===== src/rtl/fixlat_pipe_sched.sv =====
// Round-robin issue scheduler for a fixed-latency, non-stallable datapath.
// Results return through a credit-protected show-ahead FIFO.
module fixlat_pipe_sched #(
  parameter int NREQ       = 4,
  parameter int DATA_W     = 64,
  parameter int LATENCY    = 10,
  parameter int FIFO_DEPTH = 16,
  localparam int ID_W      = (NREQ > 1) ? $clog2(NREQ) : 1,
  localparam int CW        = $clog2(FIFO_DEPTH) + 1
) (
  input  logic                   clk,
  input  logic                   rst,
  input  logic [NREQ-1:0]        req_valid_i,
  input  logic [NREQ*DATA_W-1:0] req_data_i,
  output logic [NREQ-1:0]        req_ready_o,
  output logic                   pipe_valid_o,
  output logic [DATA_W-1:0]      pipe_data_o,
  input  logic [DATA_W-1:0]      pipe_res_i,
  output logic                   rsp_valid_o,
  output logic [DATA_W-1:0]      rsp_data_o,
  output logic [ID_W-1:0]        rsp_id_o,
  input  logic                   rsp_ready_i,
  output logic [CW-1:0]          credits_used_o
);

  localparam int AW = $clog2(FIFO_DEPTH);

  logic [ID_W-1:0]   rr_ptr;
  logic [CW-1:0]     credits;
  logic              can_issue;
  logic              grant_any;
  logic [NREQ-1:0]   grant;
  logic [ID_W-1:0]   grant_id;
  logic [ID_W-1:0]   idx;
  logic [DATA_W-1:0] grant_data;
  logic [ID_W-1:0]   pipe_id;

  logic [LATENCY-1:0] tag_v;
  logic [ID_W-1:0]    tag_id [LATENCY];

  logic              push;
  logic              pop;
  logic              full;
  logic              empty;
  logic [AW:0]       wr_ptr;
  logic [AW:0]       rd_ptr;
  logic [DATA_W-1:0] mem_data [FIFO_DEPTH];
  logic [ID_W-1:0]   mem_id   [FIFO_DEPTH];

  assign can_issue = credits < CW'(FIFO_DEPTH);

  // Search starts at rr_ptr and wraps; first valid requester wins.
  always_comb begin
    grant     = '0;
    grant_id  = '0;
    grant_any = 1'b0;
    idx       = '0;
    for (int k = 0; k < NREQ; k++) begin
      idx = ID_W'((int'(rr_ptr) + k) % NREQ);
      if (!grant_any && can_issue && !rst && req_valid_i[idx]) begin
        grant_any     = 1'b1;
        grant[idx]    = 1'b1;
        grant_id      = idx;
      end
    end
  end

  always_comb begin
    grant_data = '0;
    for (int i = 0; i < NREQ; i++) begin
      if (grant[i]) grant_data = req_data_i[i*DATA_W +: DATA_W];
    end
  end

  assign req_ready_o = grant;

  always_ff @(posedge clk) begin
    if (rst) begin
      rr_ptr <= '0;
    end else if (grant_any) begin
      rr_ptr <= (grant_id == ID_W'(NREQ - 1)) ? '0 : grant_id + 1'b1;
    end
  end

  always_ff @(posedge clk) begin
    if (rst) begin
      pipe_valid_o <= 1'b0;
      pipe_data_o  <= '0;
    end else begin
      pipe_valid_o <= grant_any;
      if (grant_any) pipe_data_o <= grant_data;
    end
  end

  always_ff @(posedge clk) begin
    if (grant_any) pipe_id <= grant_id;
  end

  // Only the valid bits are reset so in-flight results are dropped.
  always_ff @(posedge clk) begin
    if (rst) begin
      tag_v <= '0;
    end else begin
      tag_v[0] <= pipe_valid_o;
      for (int k = 1; k < LATENCY; k++) tag_v[k] <= tag_v[k-1];
    end
  end

  always_ff @(posedge clk) begin
    tag_id[0] <= pipe_id;
    for (int k = 1; k < LATENCY; k++) tag_id[k] <= tag_id[k-1];
  end

  assign push  = tag_v[LATENCY-1];
  assign empty = (wr_ptr == rd_ptr);
  assign full  = (wr_ptr[AW] != rd_ptr[AW]) &&
                 (wr_ptr[AW-1:0] == rd_ptr[AW-1:0]);

  assign rsp_valid_o = !empty;
  assign rsp_data_o  = mem_data[rd_ptr[AW-1:0]];
  assign rsp_id_o    = mem_id[rd_ptr[AW-1:0]];
  assign pop         = rsp_valid_o && rsp_ready_i;

  always_ff @(posedge clk) begin
    if (push) begin
      mem_data[wr_ptr[AW-1:0]] <= pipe_res_i;
      mem_id[wr_ptr[AW-1:0]]   <= tag_id[LATENCY-1];
    end
  end

  always_ff @(posedge clk) begin
    if (rst) begin
      wr_ptr <= '0;
      rd_ptr <= '0;
    end else begin
      if (push) wr_ptr <= wr_ptr + 1'b1;
      if (pop)  rd_ptr <= rd_ptr + 1'b1;
    end
  end

  // A credit is held from grant until its FIFO entry is popped.
  always_ff @(posedge clk) begin
    if (rst) begin
      credits <= '0;
    end else begin
      unique case ({grant_any, pop})
        2'b10:   credits <= credits + 1'b1;
        2'b01:   credits <= credits - 1'b1;
        default: credits <= credits;
      endcase
    end
  end

  assign credits_used_o = credits;

  a_no_overflow: assert property (
    @(posedge clk) disable iff (rst) push |-> !full
  );

endmodule


===== config.mk =====
export PLATFORM = sky130hd
export DESIGN_NAME = fixlat_pipe_sched
export DESIGN_NICKNAME = d
export VERILOG_FILES = /design/src/rtl/fixlat_pipe_sched.sv
export SDC_FILE = /design/constraint.sdc
export NUM_CORES = 1
export LEC_CHECK = 0
export ABC_AREA = 0
export CORE_MARGIN = 8
export CORE_UTILIZATION = 54
export DETAILED_ROUTE_END_ITERATION = 6
export GPL_TIMING_DRIVEN = 0
export PLACE_DENSITY_LB_ADDON = 0.2
export RECOVER_POWER = 50
export SYNTH_ARGS = -nofsm -noshare
export SYNTH_HDL_FRONTEND = slang
export SYNTH_SLANG_ARGS = --single-unit

===== constraint.sdc =====
create_clock -name clk -period 5.7 [get_ports clk]
set_input_delay 1.14 -clock clk [delete_from_list [all_inputs] [get_ports clk]]
set_output_delay 1.14 -clock clk [all_outputs]
set_load 0.005 [all_outputs]

==> results.json <==
{
  "rsz0062_at_grt": "false",
  "port_buffers": 467,
  "yosys-top-cells-count": "1058 x edfxtp_1, 334 x mux4_2, 116 x dfxtp_1",
  "clockPowerShare": 0.368,
  "placed_area_um2": 52500,
  "p_seq_frac": 0.500,
  "clock_path_buffers": 3,
  "design_area_um2": 56200,
  "core_um2": 84700,
  "grt_overflow_total": 0,
  "yosysTopAreaCellShare": 0.691,
  "min_path_type": "register to register",
  "antenna_found_initial": 52,
  "synth_fp_nets": 2585,
  "htreeDepth": 3,
  "crit_chain": "clkdlybuf4s50_1 > buf_2 > or3_1 > o22ai_1 > a22oi_1 > o31ai_1 > clkbuf_1 > clkdlybuf4s50_1",
  "cp-endpoint": "req_ready_o[0]",
  "finalSetupTns_ps": 0,
  "finalNonFillerCells": 4109,
  "reg2regPathDepth": 4,
  "die_h_um": 308,
  "syn_to_final_growth_pct": 22.2,
  "cts_tree": "yes",
  "p_leak_nw": 17.3,
  "path_clk_slew_ps": 60,
  "synth_top_area_cell": "edfxtp_1",
  "power_density_nw_per_um2": 351,
  "path_common_cell": "clkdlybuf4s50_1",
  "die_w_um": 308,
  "crit_path_start": "req_valid_i[0]",
  "synth_area_um2": 46000,
  "totalWireLength_um": 133000,
  "synthCells": 2244,
  "crit_path_max_fanout": 10,
  "route.detailed.drc": 0,
  "violations": "capacitance limit, slew limit",
  "startpoint_type": "input pin",
  "rows": 107,
  "period_minus_slack_ps": 5520,
  "cp.arrival_ps": 4380,
  "critPathMaxStageDelay_ps": 650,
  "clock_sink_count": 1174,
  "tightest_slew_ps": 3690,
  "syn_avg_cell_area_um2": 20.5,
  "max-cap-violations": 6,
  "reg2reg_slack_ps": 1430,
  "place_inst": 3871,
  "grt_max_degree": 43,
  "synth_most_common_cell": "edfxtp_1",
  "drt_iter0_markers": 2855,
  "synthTopCellsByArea": "edfxtp_1 69%, mux4_2 16%, dfxtp_1 5.0%",
  "dr.pass1.iters": 7,
  "path_class": "input pin to primary output",
  "cts_buffers": 114,
  "ys_types": 57,
  "slew_headroom": -1.46,
  "r2r-start": "tag_v[9]",
  "gr-usage-all-layers": 0.276,
  "wl_per_cell_um": 32.2,
  "ir_drop_mv": 0.263,
  "clock_skew_ps": 42.8,
  "comb_power_share": 0.132,
  "min_period_over_period": 0.968,
  "root_buffer": "clkbuf_16",
  "ys_seq_elements": 1174,
  "io_pins": 468,
  "dp.final_hpwl_um": 85200,
  "ys_warn_count": 0,
  "internal_power_mw": 14.9,
  "first_global_vias": 26700,
  "p_sw_frac": 0.246,
  "cp_data_required_time_ps": 4560,
  "drive_above_1_share": 0.201,
  "setup_viol": 0,
  "dieArea_um2": 94800,
  "nets": 3184,
  "post_cts_buffers": 0,
  "fmax_mhz": 181,
  "place.gp.congestion": 0.942,
  "grt_pass1_wl_um": 188000,
  "crit_path_top_delay_cell": "clkdlybuf4s50_1",
  "vias_per_cell": 6.23,
  "power_switching_mw": 4.85,
  "slew_violations": 196,
  "synth-edff-count": 1058,
  "r2r-end": "mem_data[14][24]",
  "hold_violations": 0,
  "yosysSeqAreaShare": 0.741,
  "cp-end-kind": "primary output",
  "power_mw": 19.7,
  "drtAntennaViolNets": 0,
  "synth_async_sr_flop_share": 0,
  "status": "finished with violations",
  "vias": 25600,
  "initial_core_util": 0.543,
  "insertion_delay_ps": 670,
  "ys.flop_type": "edfxtp_1"
}
## stage by stage
step | worst slack [ps] | hold slack (ps) | utilization
3_3_place_gp | 261 | 311 | 0.615
2_1_floorplan | 2040 | 310 | -
5_1_grt | 6.44 | 332 | 0.663
3_5_place_dp | 207 | 312 | 0.620
4_1_cts | 8.02 | 321 | 0.663
6_report | 183 | 320 | 0.663
## power by group through the flow
| stage | logic [mW] | clock network (mW) | registers (mW) |
|---|---|---|---|
| CTS | 2.60 | 7.36 | 9.86 |
| floorplan | 1.18 | 0 | 10.0 |
| finish | 2.60 | 7.27 | 9.87 |
| global route | 2.76 | 7.70 | 9.88 |
| global placement | 2.57 | 0 | 10.0 |
| detailed placement | 2.58 | 0 | 10.0 |
## flip-flops by register name (all words and copies together), names as in the netlist, named ones only
register,cells
pipe_data_o,64
tag_id,20
tag_v,10
wr_ptr,5
credits_used_o,5
mem_data,1024
pipe_valid_o,1
rr_ptr,1
pipe_id,2
rd_ptr,5
mem_id,32
## worst min path at each step
stage,from,end,slack [ps],cells past startpoint
CTS,tag_id[3][1],tag_id[4][1],320,0
floorplan,tag_id[0][0],tag_id[1][0],310,0
global route,tag_id[6][1],tag_id[7][1],330,0
finish,tag_id[6][1],tag_id[7][1],320,0
detailed placement,tag_id[1][0],tag_id[2][0],310,0
global placement,tag_id[5][0],tag_id[6][0],310,0
## layer usage
metal  wire length (um)  GRT usage  vias to the layer above
li1                   -          -                    10700
met1              47600      0.340                    13300
met2              68500      0.476                     1321
met3              11400     0.0642                      264
met4               4960      0.104                       22
met5                147          0                        -
## cell type report
cell class                      instances  area [um2]
Antenna cell                           29        72.6
Buffer                                163         777
Clock buffer                          144        3020
Clock inverter                         65         586
Fill cell                            5629       28500
Inverter                               11        41.3
Multi-Input combinational cell        896       11100
Sequential cell                      1174       34100
Tap cell                             1144        1430
Timing Repair Buffer                  483        5080
## logic make-up after synthesis
group	count (synthesis)	share of synthesized area
AND/OR/NAND/NOR	165	0.0177
buffers and inverters	174	0.0177
AO/OA/AOI/OAI	357	0.0508
XOR/XNOR	18	0.00343
adder cells (fa/ha/maj)	14	0.00381
multiplexers	342	0.165
flip-flops	1174	0.741
## critical path, delay by kind of cell
family                 cells  cell delay [ps]
buffers and inverters      4             2020
AOI/OAI and AO/OA          3              830
and+or+nand+nor            1              370
## layout by cell type, fill, tap and decap left out, types with 6 or more instances in the layout
master,Yosys,layout
inv_1,10,10
o21ai_1,71,71
o21ai_0,64,64
edfxtp_1,1058,1058
buf_2,40,40
a311oi_1,64,64
buf_1,19,15
a21oi_1,11,11
nor2_1,25,25
diode_2,0,29
ha_1,14,14
clkbuf_16,0,114
clkinvlp_4,0,11
clkinv_1,0,28
buf_6,8,8
buf_4,13,13
xor2_1,10,10
dlygate4sd3_1,0,65
mux2i_1,7,7
clkbuf_1,82,107
xnor2_1,8,8
and2_4,0,10
nand2_1,77,77
a22oi_1,65,65
clkdlybuf4s50_1,0,402
clkinv_2,0,10
nand2b_1,6,6
nor2b_1,15,15
mux4_2,334,334
buf_16,0,12
and2_0,0,6
a31oi_1,64,64
dfxtp_1,116,116
bufinv_16,0,7
## timing repair
item / CTS / global route
hold buffers: 0 / 0
resized for setup: 0 / 8
endpoints found under the setup margin: 0 / 27
endpoints found under the hold margin: 0 / 0
(Power assumes the default switching activity.)
